--- src/rtl/shift_reg_ctrl_if.sv ---
// Handshake/data bundle for the universal shift register.
// The master drives the controls and the slave (the register) drives the results.
interface shift_reg_ctrl_if #(
  parameter int WIDTH = 8,
  parameter int CNT_W = $clog2(WIDTH) + 1
);
  logic             enable;
  logic [2:0]       mode;
  logic [WIDTH-1:0] d;
  logic             ser_in;
  logic             start;
  logic [CNT_W-1:0] amount;
  logic [WIDTH-1:0] q;
  logic             ser_out;
  logic             busy;
  logic             done;

  modport master (
    output enable, mode, d, ser_in, start, amount,
    input  q, ser_out, busy, done
  );

  modport slave (
    input  enable, mode, d, ser_in, start, amount,
    output q, ser_out, busy, done
  );
endinterface

--- src/rtl/shift_reg_ctrl.sv ---
// Universal WIDTH-bit shift register with single-step ops and an autonomous
// N-step burst engine driven by a start/busy/done handshake.
module shift_reg_ctrl #(
  parameter int WIDTH = 8,
  parameter int CNT_W = $clog2(WIDTH) + 1
) (
  input logic            clk,
  input logic            rst_n,
  shift_reg_ctrl_if.slave bus
);

  localparam logic [2:0] OP_HOLD = 3'b000;
  localparam logic [2:0] OP_LOAD = 3'b001;
  localparam logic [2:0] OP_SHL  = 3'b010;
  localparam logic [2:0] OP_SHR  = 3'b011;
  localparam logic [2:0] OP_ROL  = 3'b100;
  localparam logic [2:0] OP_ROR  = 3'b101;
  localparam logic [2:0] OP_ASR  = 3'b110;

  typedef enum logic [0:0] {
    ST_IDLE  = 1'b0,
    ST_SHIFT = 1'b1
  } state_e;

  state_e           state_r, state_s;
  logic [WIDTH-1:0] q_r, q_s;
  logic             ser_r, ser_s;
  logic [CNT_W-1:0] cnt_r, cnt_s;
  logic [2:0]       mode_r, mode_s;
  logic             busy_r, busy_s;
  logic             done_r, done_s;
  logic [2:0]       op_sel_s;
  logic [WIDTH:0]   step_s;

  // One step of an operation; result is {new ser_out, new q}.
  function automatic logic [WIDTH:0] apply_op(
    input logic [2:0]       op,
    input logic [WIDTH-1:0] cur_q,
    input logic             cur_ser,
    input logic             fill,
    input logic [WIDTH-1:0] load_d
  );
    logic [WIDTH:0] res;
    case (op)
      OP_LOAD: res = {cur_ser, load_d};
      OP_SHL:  res = {cur_q[WIDTH-1], cur_q[WIDTH-2:0], fill};
      OP_SHR:  res = {cur_q[0], fill, cur_q[WIDTH-1:1]};
      OP_ROL:  res = {cur_q[WIDTH-1], cur_q[WIDTH-2:0], cur_q[WIDTH-1]};
      OP_ROR:  res = {cur_q[0], cur_q[0], cur_q[WIDTH-1:1]};
      OP_ASR:  res = {cur_q[0], cur_q[WIDTH-1], cur_q[WIDTH-1:1]};
      default: res = {cur_ser, cur_q};
    endcase
    return res;
  endfunction

  // Only the five shifting modes may launch a burst.
  function automatic logic is_shift(input logic [2:0] op);
    logic res;
    case (op)
      OP_SHL, OP_SHR, OP_ROL, OP_ROR, OP_ASR: res = 1'b1;
      default:                                res = 1'b0;
    endcase
    return res;
  endfunction

  // Next-state, datapath and handshake decode.
  always_comb begin
    state_s  = state_r;
    q_s      = q_r;
    ser_s    = ser_r;
    cnt_s    = cnt_r;
    mode_s   = mode_r;
    busy_s   = busy_r;
    done_s   = 1'b0;
    // During a burst the latched mode drives the datapath, not the live input.
    op_sel_s = (state_r == ST_SHIFT) ? mode_r : bus.mode;
    step_s   = apply_op(op_sel_s, q_r, ser_r, bus.ser_in, bus.d);

    if (bus.enable) begin
      case (state_r)
        ST_IDLE: begin
          if (bus.start && is_shift(bus.mode)) begin
            mode_s = bus.mode;
            cnt_s  = bus.amount;
            if (bus.amount != {CNT_W{1'b0}}) begin
              state_s = ST_SHIFT;
              busy_s  = 1'b1;
            end else begin
              done_s = 1'b1;
            end
          end else begin
            {ser_s, q_s} = step_s;
          end
        end
        ST_SHIFT: begin
          {ser_s, q_s} = step_s;
          cnt_s        = cnt_r - CNT_W'(1);
          if (cnt_r == CNT_W'(1)) begin
            state_s = ST_IDLE;
            busy_s  = 1'b0;
            done_s  = 1'b1;
          end else begin
            busy_s = 1'b1;
          end
        end
        default: begin
          state_s = ST_IDLE;
          busy_s  = 1'b0;
        end
      endcase
    end else begin
      done_s = 1'b0;
    end
  end

  // State and output registers, cleared asynchronously.
  always_ff @(posedge clk or negedge rst_n) begin
    if (!rst_n) begin
      state_r <= ST_IDLE;
      q_r     <= {WIDTH{1'b0}};
      ser_r   <= 1'b0;
      cnt_r   <= {CNT_W{1'b0}};
      mode_r  <= OP_HOLD;
      busy_r  <= 1'b0;
      done_r  <= 1'b0;
    end else begin
      state_r <= state_s;
      q_r     <= q_s;
      ser_r   <= ser_s;
      cnt_r   <= cnt_s;
      mode_r  <= mode_s;
      busy_r  <= busy_s;
      done_r  <= done_s;
    end
  end

  assign bus.q       = q_r;
  assign bus.ser_out = ser_r;
  assign bus.busy    = busy_r;
  assign bus.done    = done_r;

  shift_reg_ctrl_chk u_chk (
    .clk   (clk),
    .rst_n (rst_n),
    .busy  (busy_r),
    .done  (done_r)
  );

endmodule

// Handshake invariants of the burst engine.
module shift_reg_ctrl_chk (
  input logic clk,
  input logic rst_n,
  input logic busy,
  input logic done
);
  a_done_not_busy: assert property (@(posedge clk) disable iff (!rst_n) !(done && busy));
endmodule

--- src/flat_wrapper.sv ---
// flat-port wrapper written by rule: the top's interface ports become plain ports
module shift_reg_ctrl_flat 
#(
  parameter int WIDTH = 8,
  parameter int CNT_W = $clog2(WIDTH) + 1
)
  (clk, rst_n, bus_enable, bus_mode, bus_d, bus_ser_in, bus_start, bus_amount, bus_q, bus_ser_out, bus_busy, bus_done);
  shift_reg_ctrl_if #(.WIDTH(WIDTH), .CNT_W(CNT_W)) bus_i ();
  input logic clk;
  input logic rst_n;
  input wire logic [$bits(bus_i.enable)-1:0] bus_enable;
  input wire logic [$bits(bus_i.mode)-1:0] bus_mode;
  input wire logic [$bits(bus_i.d)-1:0] bus_d;
  input wire logic [$bits(bus_i.ser_in)-1:0] bus_ser_in;
  input wire logic [$bits(bus_i.start)-1:0] bus_start;
  input wire logic [$bits(bus_i.amount)-1:0] bus_amount;
  output wire logic [$bits(bus_i.q)-1:0] bus_q;
  output wire logic [$bits(bus_i.ser_out)-1:0] bus_ser_out;
  output wire logic [$bits(bus_i.busy)-1:0] bus_busy;
  output wire logic [$bits(bus_i.done)-1:0] bus_done;
  assign bus_i.enable = bus_enable;
  assign bus_i.mode = bus_mode;
  assign bus_i.d = bus_d;
  assign bus_i.ser_in = bus_ser_in;
  assign bus_i.start = bus_start;
  assign bus_i.amount = bus_amount;
  assign bus_q = bus_i.q;
  assign bus_ser_out = bus_i.ser_out;
  assign bus_busy = bus_i.busy;
  assign bus_done = bus_i.done;
  shift_reg_ctrl #(.WIDTH(WIDTH), .CNT_W(CNT_W)) u_core (.clk(clk), .rst_n(rst_n), .bus(bus_i));
endmodule
--- config.mk ---
export PLATFORM = sky130hd
export DESIGN_NAME = shift_reg_ctrl_flat
export DESIGN_NICKNAME = d
export VERILOG_FILES = /design/src/rtl/shift_reg_ctrl_if.sv /design/src/rtl/shift_reg_ctrl.sv /design/src/flat_wrapper.sv
export SDC_FILE = /design/constraint.sdc
export NUM_CORES = 1
export LEC_CHECK = 0
export BUFFER_PORTS_ARGS = -buffer_cell sky130_fd_sc_hd__buf_2
export CORE_ASPECT_RATIO = 1.1
export CORE_MARGIN = 5
export CORE_UTILIZATION = 35
export CTS_CLUSTER_DIAMETER = 80
export DETAILED_ROUTE_END_ITERATION = 12
export PLACE_DENSITY_LB_ADDON = 0.25
export SLEW_MARGIN = 40
export SYNTH_ARGS = -nofsm -noshare
export SYNTH_HDL_FRONTEND = slang
export SYNTH_SLANG_ARGS = --single-unit
--- constraint.sdc ---
create_clock -name clk -period 2.8 [get_ports clk]
set_input_delay 0.14 -clock clk [delete_from_list [all_inputs] [get_ports clk]]
set_output_delay 0.14 -clock clk [all_outputs]
set_load 0.1 [all_outputs]
==> results.txt, run 1 <==
Measured along the y axis, the die boundary spans roughly 75 um. The final core area utilization is 0.433. TritonCTS built the clock tree.

The net count of the finished layout is approximately 190. The violation count after the first detailed-route iteration is 71. Static timing analysis puts the maximum clock frequency at between 0.4 and 0.5 GHz. The final routed wirelength across all metal layers came out at approximately 3400 um. The global-route wire length before repair came out at just under 6000 um. The worst hold slack after final layout is between 150 and 200 ps.

Each instance of the synthesized netlist takes up on average 9.57 um2. The overall fraction of global-route tracks in use came out at 0.137. The number of gates resized after CTS was 0. STA classifies the critical path endpoint as a register.

Across the routed clock network, the largest skew measured is 2.27 ps. The worst setup path is launched from a register. The number of clock buffers inserted by TritonCTS came out at 3. The share of cells above drive strength 1 is 0.327. The run finished with clean final reports. The count of cells along the worst register-to-register path came out at 4.

The depth of the worst hold-timing path came out at 3. The post-detailed-route via-to-cell ratio came out at roughly 5.7. The post-synth design cell area is ~1400 um2. For the pin with the worst max-slew slack, the measured transition is between 600 and 700 ps. Counting distinct cell types in the post-synthesis netlist gives 42. The final-layout setup total negative slack came out at 0 ps. The path type of the worst min-delay path is input pin to register. The placer congestion estimate came out at roughly 0.91. The gate count of the mapped netlist came out at around 140. The total half-perimeter wirelength after legalization and detailed placement came out at between 2000 and 3000 um. The initial utilization of the core area, before any placement, comes to 0.367. The total of warnings raised by yosys came out at 0. The I/O pin count came out at 31. The maximum fanout along the worst path is 18. The overall die width is 69.2 um. The largest net degree at the start of global routing came out at 20.

The pre-antenna-repair detailed-routing pass consisted of 4 iterations. After clock tree synthesis, the clock-pin slew on the worst setup and hold paths is 70 ps. The clock insertion delay at the later pin of the skew report came out at 250 ps.

The detailed router placed between 1000 and 1500 vias in this run. After layout, the minimum clock period comes to 2340 ps. The number of antenna violations at the first check in global routing came out at 0. The number of diodes came out at 0.

The number of clock sinks seen by CTS is 19. The final critical-path share of the clock period came out at 0.835. The maximum level of the CTS H-tree is 1. The synthesized net count is 163. The number of pins with negative max-slew slack in the final report was 0. The critical path is of the register to register type. The count of nets left with antenna violations after detail routing came out at 0. In this run the post-CTS setup repair buffer count came out at 0. The port buffer count is 30. After detailed routing, the number of remaining DRC violations is 0. The number of global-route vias before repair came out at between 1000 and 1500. The total overflow reported by the global router is 0. The final setup violation count is 0. The count of maximum capacitance violations came out at 0. Synthesis inferred 19 register bits.

The number of standard-cell rows in the floorplan came out at 23. Setup repair after global routing left no endpoint under its margin. The worst endpoint data arrival time came out at 2480 ps. The headroom to the max-slew limit came out at 0.537. The area growth from synthesis to final layout came out at 18.2%. The floorplan step defined a die boundary enclosing between 5000 and 6000 um2. The worst-case clock buffer depth came out at 2.

The required time reported for the critical path endpoint came out at ~2900 ps. The number of hold violations in the final report was 0. The register area share after synthesis is 0.352. The tree is rooted in a sky130_fd_sc_hd__clkbuf_8. The detail-routed net length per standard cell came out at between 15 and 20 um. The placeable core area came out at 3680 um2.
-- path summary, 6_finish.rpt --
path	startpoint	end	slack, ps
min reg2reg	u_core.bus.busy	u_core.bus.busy	490
min in group asynchronous	rst_n	u_core.bus.ser_out	360
max	u_core.state_r	u_core.bus.q[5]	460
max reg2reg	u_core.state_r	u_core.bus.q[5]	460
min	bus_amount[0]	u_core.cnt_r[0]	170
max in group asynchronous	rst_n	u_core.mode_r[0]	2130
-- worst max-delay path, stage by stage, from the launching register on --
cell	delay [ps]
sky130_fd_sc_hd__dfrtp_1	790
sky130_fd_sc_hd__mux2i_4	530
sky130_fd_sc_hd__nor3_2	130
sky130_fd_sc_hd__nor3_4	370
sky130_fd_sc_hd__mux2_2	390
-- cell usage after synthesis (all sizes together) --
| cell type | n | share of area |
|---|---|---|
| a32o | 1 | 0.0074 |
| o21a | 2 | 0.011 |
| nand3 | 2 | 0.0074 |
| and3 | 1 | 0.0046 |
| nor2 | 5 | 0.014 |
| a211oi | 6 | 0.033 |
| dfrtp | 19 | 0.35 |
| o31ai | 3 | 0.020 |
| o21ai | 9 | 0.033 |
| o22a | 1 | 0.0065 |
| nand2 | 7 | 0.019 |
| nor3 | 16 | 0.075 |
| clkbuf | 3 | 0.0083 |
| o311ai | 1 | 0.0065 |
| a31o | 1 | 0.0065 |
| or4 | 1 | 0.0056 |
| mux2i | 10 | 0.086 |
| buf | 4 | 0.019 |
| and4 | 1 | 0.0065 |
| ha | 2 | 0.019 |
| o31a | 2 | 0.013 |
| a21oi | 5 | 0.019 |
| nor4 | 12 | 0.060 |
| mux2 | 11 | 0.092 |
| o211ai | 2 | 0.011 |
| nand4 | 1 | 0.0046 |
| xnor2 | 1 | 0.012 |
| a221oi | 1 | 0.0065 |
| or3 | 1 | 0.0046 |
| a211o | 1 | 0.0065 |
| a31oi | 1 | 0.0046 |
| inv | 7 | 0.019 |
| or2 | 1 | 0.0046 |
-- logic make-up (layout without fill, tap and decap cells) --
logic type,after synthesis,in the layout,synth area share
compound gates,36,36,0.185
xor+xnor,1,1,0.0121
fa+ha+maj,2,2,0.0185
buf+inv,14,44,0.0473
flops,19,19,0.352
mux,21,21,0.178
simple gates,48,48,0.207
-- timing repair --
action / in CTS / in global routing
endpoints found under the setup margin: 0 / 0
hold buffers: 1 / 0
hold endpoints to repair: 19 / 0
-- layout make-up --
class                   count  area [um2]
clock buffers               4        45.0
fillers                   399        2090
inverters                   7        26.3
multi-input cells         108         811
flip-flops and latches     19         475
well taps                  50        62.6
repair buffers             33         175
-- registers in the layout (all words and copies together), names as in the netlist --
signal and count:
u_core.mode_r 3, u_core.bus.done 1, u_core.bus.q 8, u_core.bus.busy 1, u_core.bus.ser_out 1, u_core.cnt_r 4
u_core.state_r 1
-- per-stage QoR --
step	std cells	area [um2]	setup WS (ps)
floorplan	141	1350	1070
global placement	216	1540	550
detailed placement	216	1540	458
CTS	221	1600	445
global route	221	1600	338
finish	221	1600	462
-- placed cells by master, fill, tap and decap left out, types with 6 or more instances in the layout --
| master | count |
|---|---|
| sky130_fd_sc_hd__buf_2 | 30 |
| sky130_fd_sc_hd__dfrtp_1 | 19 |
| sky130_fd_sc_hd__nor3_1 | 13 |
| sky130_fd_sc_hd__inv_1 | 6 |
| sky130_fd_sc_hd__a211oi_1 | 6 |
| sky130_fd_sc_hd__mux2_2 | 11 |
| sky130_fd_sc_hd__mux2i_1 | 8 |
| sky130_fd_sc_hd__o21ai_0 | 8 |
| sky130_fd_sc_hd__nor4_1 | 11 |
| sky130_fd_sc_hd__nand2_1 | 7 |
-- per-layer routing --
| metal | part of all wire | GRT usage |
|---|---|---|
| met3 | 0.036 | 0.0227 |
| met5 | 0 | 0 |
| met1 | 0.45 | 0.155 |
| met2 | 0.51 | 0.266 |
| met4 | 0.0030 | 0.0434 |
Power of run 1 is left out: the tool's default activity adds up to more than one toggle a clock period on the data nets, which glitch-free logic cannot reach.
==> inputs of run 2 (changes only) <==
==> constraint.sdc (replaced) <==
create_clock -name clk -period 2.1 [get_ports clk]
set_input_delay 0.105 -clock clk [delete_from_list [all_inputs] [get_ports clk]]
set_output_delay 0.105 -clock clk [all_outputs]
set_load 0.1 [all_outputs]
==> run 2 against run 1 <==
  * Maximum frequency up 18%
  * Count of clock-buffer cells in the layout fell by 1
  * Worst setup slack worse by 350 ps
  * Final area up 2.2%
  * Non-clock buffer count rose by 3
  * Clock skew grew 2.7 ps
  * Core utilization increased by 0.95 points
  * Critical path type unchanged
  * Critical endpoint is now u_core.bus.q[6]
  * Largest cell class unchanged
==> results.txt, run 2 (synthesis results as in run 1) <==
The worst-case clock buffer depth came out at 2. The storage element area is ~480 um2. The I/O pin count came out at 31. The floorplan die height came out at around 75 um.

The number of flip-flops under the largest register name came out at 8. After clock tree synthesis, the clock-pin slew on the worst setup and hold paths is around 80 ps. The busiest metal layer after global routing is met2. Adding up every negative setup slack in the final design gives 0 ps.

The number of nets in the layout is between 150 and 200. The detailed router finished its first iteration with 78 violations. The number of global-route vias before repair was 1313. The number of pins with negative max-slew slack in the final report is 0. The remaining design rule violation count came out at 0. The met1 track demand over resource in global routing is 0.170. The port buffer count came out at 30. The final setup violation count came out at 0. Across every metal layer, demand over resource in global routing totals 0.144. The worst setup path is captured at a register. The transition at the pin with the smallest max-transition slack is approximately 570 ps.

The clock arrives with around 5.0 ps of skew. The min-delay analysis places its worst path in the category input pin to register. The layout has 391 filler cells.

The number of hold violations in the final report is 0. The clock insertion delay at the later pin of the skew report is around 260 ps. The root buffer selected by CTS is sky130_fd_sc_hd__clkbuf_8. The area growth from synthesis to final layout came out at 20.8%. The total via count after detailed routing came out at around 1200. Dividing the detail-routed wire length by the instance count gives between 15 and 20 um. The run finished with clean final reports. Max-cap violations in this run came to 0. The placer congestion estimate is around 0.84.

Setup repair after global routing left no endpoint under its margin. Counting the buffers created by CTS gives 3. STA classifies the critical path startpoint as a register. The number of antenna violations at the first check in global routing came out at 0. In the global route stage, met3 resource usage came out at 0.0254.

The count of nets left with antenna violations after detail routing came out at 0. The first TritonRoute pass finished after 4 iterations. The global-route wire length before repair is between 6000 and 7000 um. Summing all multi-input logic gate instances after layout gives 822 um2.

The worst hold slack after final layout is about 140 ps. The number of diodes is 0. For this run, global-route usage on met2 was measured as 0.271.

The total half-perimeter wirelength after legalization and detailed placement came out at roughly 2700 um. Using the TritonRoute via totals, the vias-per-cell ratio works out to 5.43. For the worst setup path, the data required time is 2250 ps. The maximum fanout along the worst path came out at 12. In the final layout, the share of cells above drive strength 1 is 0.345. The worst endpoint data arrival time is ~2100 ps. The number of standard-cell rows in the floorplan came out at 23. The initial core utilization came out at 0.367.

The highest clock rate is ~0.5 GHz. The area of the die is 5200 um2. For the finished layout, the period the worst path requires is approximately 2000 ps. In the layout the commonest cells are sky130_fd_sc_hd__buf_2 (30), sky130_fd_sc_hd__dfrtp_1 (19), sky130_fd_sc_hd__nor3_1 (13). The maximum level of the CTS H-tree came out at 1.

The total overflow reported by the global router is 0. The headroom to the max-slew limit came out at 0.620. The final routed wirelength across all metal layers came out at 3580 um.

The critical path in this run is classified as register to register. The placeable core area is 3680 um2. The final critical-path share of the clock period came out at 0.945. Entering global routing, the biggest net connects 20 pins. The die is about 70 um wide. TritonCTS built the clock tree. The most common cell after layout, fill and taps aside is sky130_fd_sc_hd__buf_2.

The clock drives 19 sinks.
-- run 2: cell types whose count changed in the layout (fill, tap and decap cells not counted), sizes merged --
cell and change:
buf +3, clkbuf -1, clkinv +1
-- run 2: worst paths after layout --
check	endpoint	start	slack [ps]	depth (start not counted)
hold / removal	u_core.cnt_r[0]	bus_amount[0]	140	3
max in group asynchronous	u_core.bus.q[2]	rst_n	1440	2
setup / recovery	u_core.bus.q[6]	u_core.state_r	120	4
setup reg to reg	u_core.bus.q[6]	u_core.state_r	120	4
hold reg to reg	u_core.bus.busy	u_core.bus.busy	490	1
min in group asynchronous	u_core.bus.ser_out	rst_n	330	2
-- run 2: area by class of cell --
| type | count | area share |
|---|---|---|
| inverter | 7 | 0.0161 |
| clock inverter | 1 | 0.00307 |
| sequential | 19 | 0.292 |
| timing repair buffer | 36 | 0.121 |
| tap | 50 | 0.0384 |
| multi-input combinational | 108 | 0.504 |
| clock buffer | 3 | 0.0253 |
-- run 2: critical path, stage by stage (launching register included) --
cell and delay, ps:
sky130_fd_sc_hd__dfrtp_1 570, sky130_fd_sc_hd__mux2_2 530, sky130_fd_sc_hd__nor3_2 350, sky130_fd_sc_hd__nor3_4 120, sky130_fd_sc_hd__mux2_2 310
-- run 2: timing repair --
item | 4_1_cts | 5_1_grt
gates resized for setup | 0 | 1
buffers inserted | 0 | 0
hold endpoints to repair | 19 | 0
endpoints found under the setup margin | 0 | 1
hold buffers | 1 | 0
-- run 2: per-stage QoR --
step           area (um2)  utilization  setup slack [ps]  std cells
6_report             1630        0.443               117        224
5_1_grt              1630        0.443              16.2        224
4_1_cts              1620        0.440              82.2        224
3_5_place_dp         1560        0.424               101        219
3_3_place_gp         1560        0.424               179        219
2_1_floorplan        1350            -               368        141
-- run 2: metal layers --
metal,up-vias,routed length [um]
li1,611,-
met1,582,1620
met2,21,1810
met3,2,129
met4,0,19
met5,-,0
Power of run 2 is left out for the same reason.
==> inputs of run 3 (changes only) <==
--- a/config.mk
+++ b/config.mk
@@ -7,9 +7,8 @@
 export LEC_CHECK = 0
 export BUFFER_PORTS_ARGS = -buffer_cell sky130_fd_sc_hd__buf_2
 export CORE_ASPECT_RATIO = 1.1
-export CORE_MARGIN = 5
 export CORE_UTILIZATION = 35
-export CTS_CLUSTER_DIAMETER = 80
+export CTS_CLUSTER_DIAMETER = 50
 export DETAILED_ROUTE_END_ITERATION = 12
 export PLACE_DENSITY_LB_ADDON = 0.25
 export SLEW_MARGIN = 40
==> run 3 against run 2 <==
  * Final area is 0.69% lower
  * Non-clock buffer count is the same
  * Hold slack improved by 7.4 ps
  * Critical path type unchanged
  * Critical endpoint is now u_core.bus.q[2]
  * Largest cell class unchanged
==> results.txt, run 3 (synthesis results as in run 1) <==
The number of pins with negative max-slew slack in the final report is 0. The number of flip-flops under the largest register name came out at 8. Traced cell by cell, the critical path runs through mux2_2, xnor2_2, a211oi_1, mux2_2. At the pin with the least slew margin, the transition time is 571 ps. The worst endpoint data arrival time came out at between 2000 and 2500 ps. Compared with the post-synthesis result, the final layout area differs by 19.9%.

The largest net degree at the start of global routing came out at 20. The port buffer count is 30. Setup repair after global routing left no endpoint under its margin. The required time reported for the critical path endpoint is 2250 ps. The number of antenna violations at the first check in global routing came out at 0. The violation count after the first detailed-route iteration came out at 37. The root buffer selected by CTS is sky130_fd_sc_hd__clkbuf_8. The largest single stage delay on the critical path is 570 ps. The setup path with the least slack is of type register to register.

The overall die width came out at around 61 um. The final core area utilization came out at 0.443. Among cell families on the critical path, the largest total delay comes from multiplexers.

The run finished with clean final reports. Static timing analysis puts the maximum clock frequency at between 0.4 and 0.5 GHz. The number of global-route vias before repair came to about 1300. The count of nets left with antenna violations after detail routing came out at 0. The maximum level of the CTS H-tree came out at 1. The final setup violation count came out at 0.

The area of the die is between 4000 and 5000 um2. The library cells used most frequently in the layout, excluding fill and tap cells, are sky130_fd_sc_hd__buf_2 (30), sky130_fd_sc_hd__dfrtp_1 (19), sky130_fd_sc_hd__nor3_1 (13). Of the cells placed in the final design, the portion with a size suffix greater than 1 is 0.345.

The placer congestion estimate is just under 0.8. The number of nets in the layout is between 150 and 200. The critical path contains buffers and inverters numbering 0 combined. The buffer count from post-CTS setup fixing came out at 0. The number of hold violations in the final report is 0. The I/O pin count is 31. The remaining design rule violation count came out at 0. The path type of the worst min-delay path is input pin to register.

The number of clock sinks seen by CTS is 19. The number of detailed-routing iterations run before antenna repair came out at 4. The setup slack at placement came out at roughly 76 ps.

Buffers inserted during clock tree synthesis total 3. The most repeated library cell on the critical path is sky130_fd_sc_hd__mux2_2. The most common cell after layout, fill and taps aside is sky130_fd_sc_hd__buf_2. The final critical delay including setup and external delays is between 2000 and 2500 ps. The final cell count without fillers is 224. The total area inside the core boundary comes to around 3700 um2. The worst-case clock buffer depth came out at 2. The floorplan die height came out at approximately 67 um. The post-layout worst setup margin is 69.2 ps. Between clock sinks in the finished design, the worst skew comes to ~3.6 ps. The final-layout setup total negative slack is 0 ps.

Measured against its own limit, the worst slew margin works out to 0.617. The number of instances in the placed design is 219. The count of maximum capacitance violations is 0. The post-detailed-route via-to-cell ratio is 5.63.

Across all layers, the routed design uses between 1000 and 1500 vias. For this design, the slowest cell found on the critical path is sky130_fd_sc_hd__dfrtp_1. Clock-pin slew was measured on the worst setup and hold paths at 80 ps.

The final routed wirelength across all metal layers is 3370 um. The total half-perimeter wirelength after legalization and detailed placement came out at around 2500 um. The later pin in the worst-skew pair is clocked with a latency of roughly 260 ps. TritonCTS built the clock tree. The overall fraction of global-route tracks in use is 0.188. The detail-routed net length per standard cell is about 15 um. STA classifies the critical path startpoint as a register. The worst setup path is captured at a register. The global-route wire length before repair came out at about 5700 um. The total overflow reported by the global router came out at 0. The number of diodes came out at 0. In the finished design, the share of the clock period the worst path needs comes to 0.967. The number of standard-cell rows in the floorplan is 23. The fill cell total of the finished layout came out at between 300 and 400. The maximum fanout along the worst path came out at 12.

The initial core utilization is 0.369.
run 3: cell counts in the layout (fill, tap and decap cells not counted):
Identical to the previous run, type by type.
run 3: worst register-to-register path, stage by stage (launching register included):
cell                       delay [ps]
sky130_fd_sc_hd__dfrtp_1          570
sky130_fd_sc_hd__mux2_2           510
sky130_fd_sc_hd__xnor2_2          420
sky130_fd_sc_hd__a211oi_1         140
sky130_fd_sc_hd__mux2_2           280
run 3: metrics by stage:
| step | hold slack (ps) | instance area [um2] |
|---|---|---|
| global placement | 86.1 | 1560 |
| CTS | 147 | 1620 |
| global route | 171 | 1620 |
| detailed placement | 89.7 | 1560 |
| floorplan | -191 | 1350 |
| finish | 147 | 1620 |
run 3: layout make-up:
cell class	instances	area, um2	share of cell area
clock inverter	1	5.00	0.00309
multi-input combinational	108	811	0.501
sequential	19	475	0.294
clock buffer	3	41.3	0.0255
timing repair buffer	36	198	0.122
tap	50	62.6	0.0386
inverter	7	26.3	0.0162
run 3: what timing repair did:
| item | in CTS | in global routing |
|---|---|---|
| resized for setup | 0 | 0 |
| endpoints found under the hold margin | 19 | 0 |
| hold buffers | 1 | 0 |
| endpoints found under the setup margin | 0 | 0 |
run 3: final timing paths:
kind | slack, ps | cells past startpoint | from | endpoint
setup / recovery | 70 | 4 | u_core.state_r | u_core.bus.q[2]
hold / removal | 150 | 3 | bus_amount[0] | u_core.cnt_r[0]
setup reg to reg | 70 | 4 | u_core.state_r | u_core.bus.q[2]
hold reg to reg | 490 | 1 | u_core.bus.busy | u_core.bus.busy
max in group asynchronous | 1450 | 2 | rst_n | u_core.state_r
min in group asynchronous | 330 | 2 | rst_n | u_core.bus.q[7]
run 3: per-layer routing:
metal,up-vias,GRT usage,share of wire
met5,-,0,0
met4,0,0.0682,0.018
met3,7,0.0230,0.026
met2,25,0.348,0.53
met1,614,0.216,0.43
li1,616,-,-
Power of run 3 is left out for the same reason.
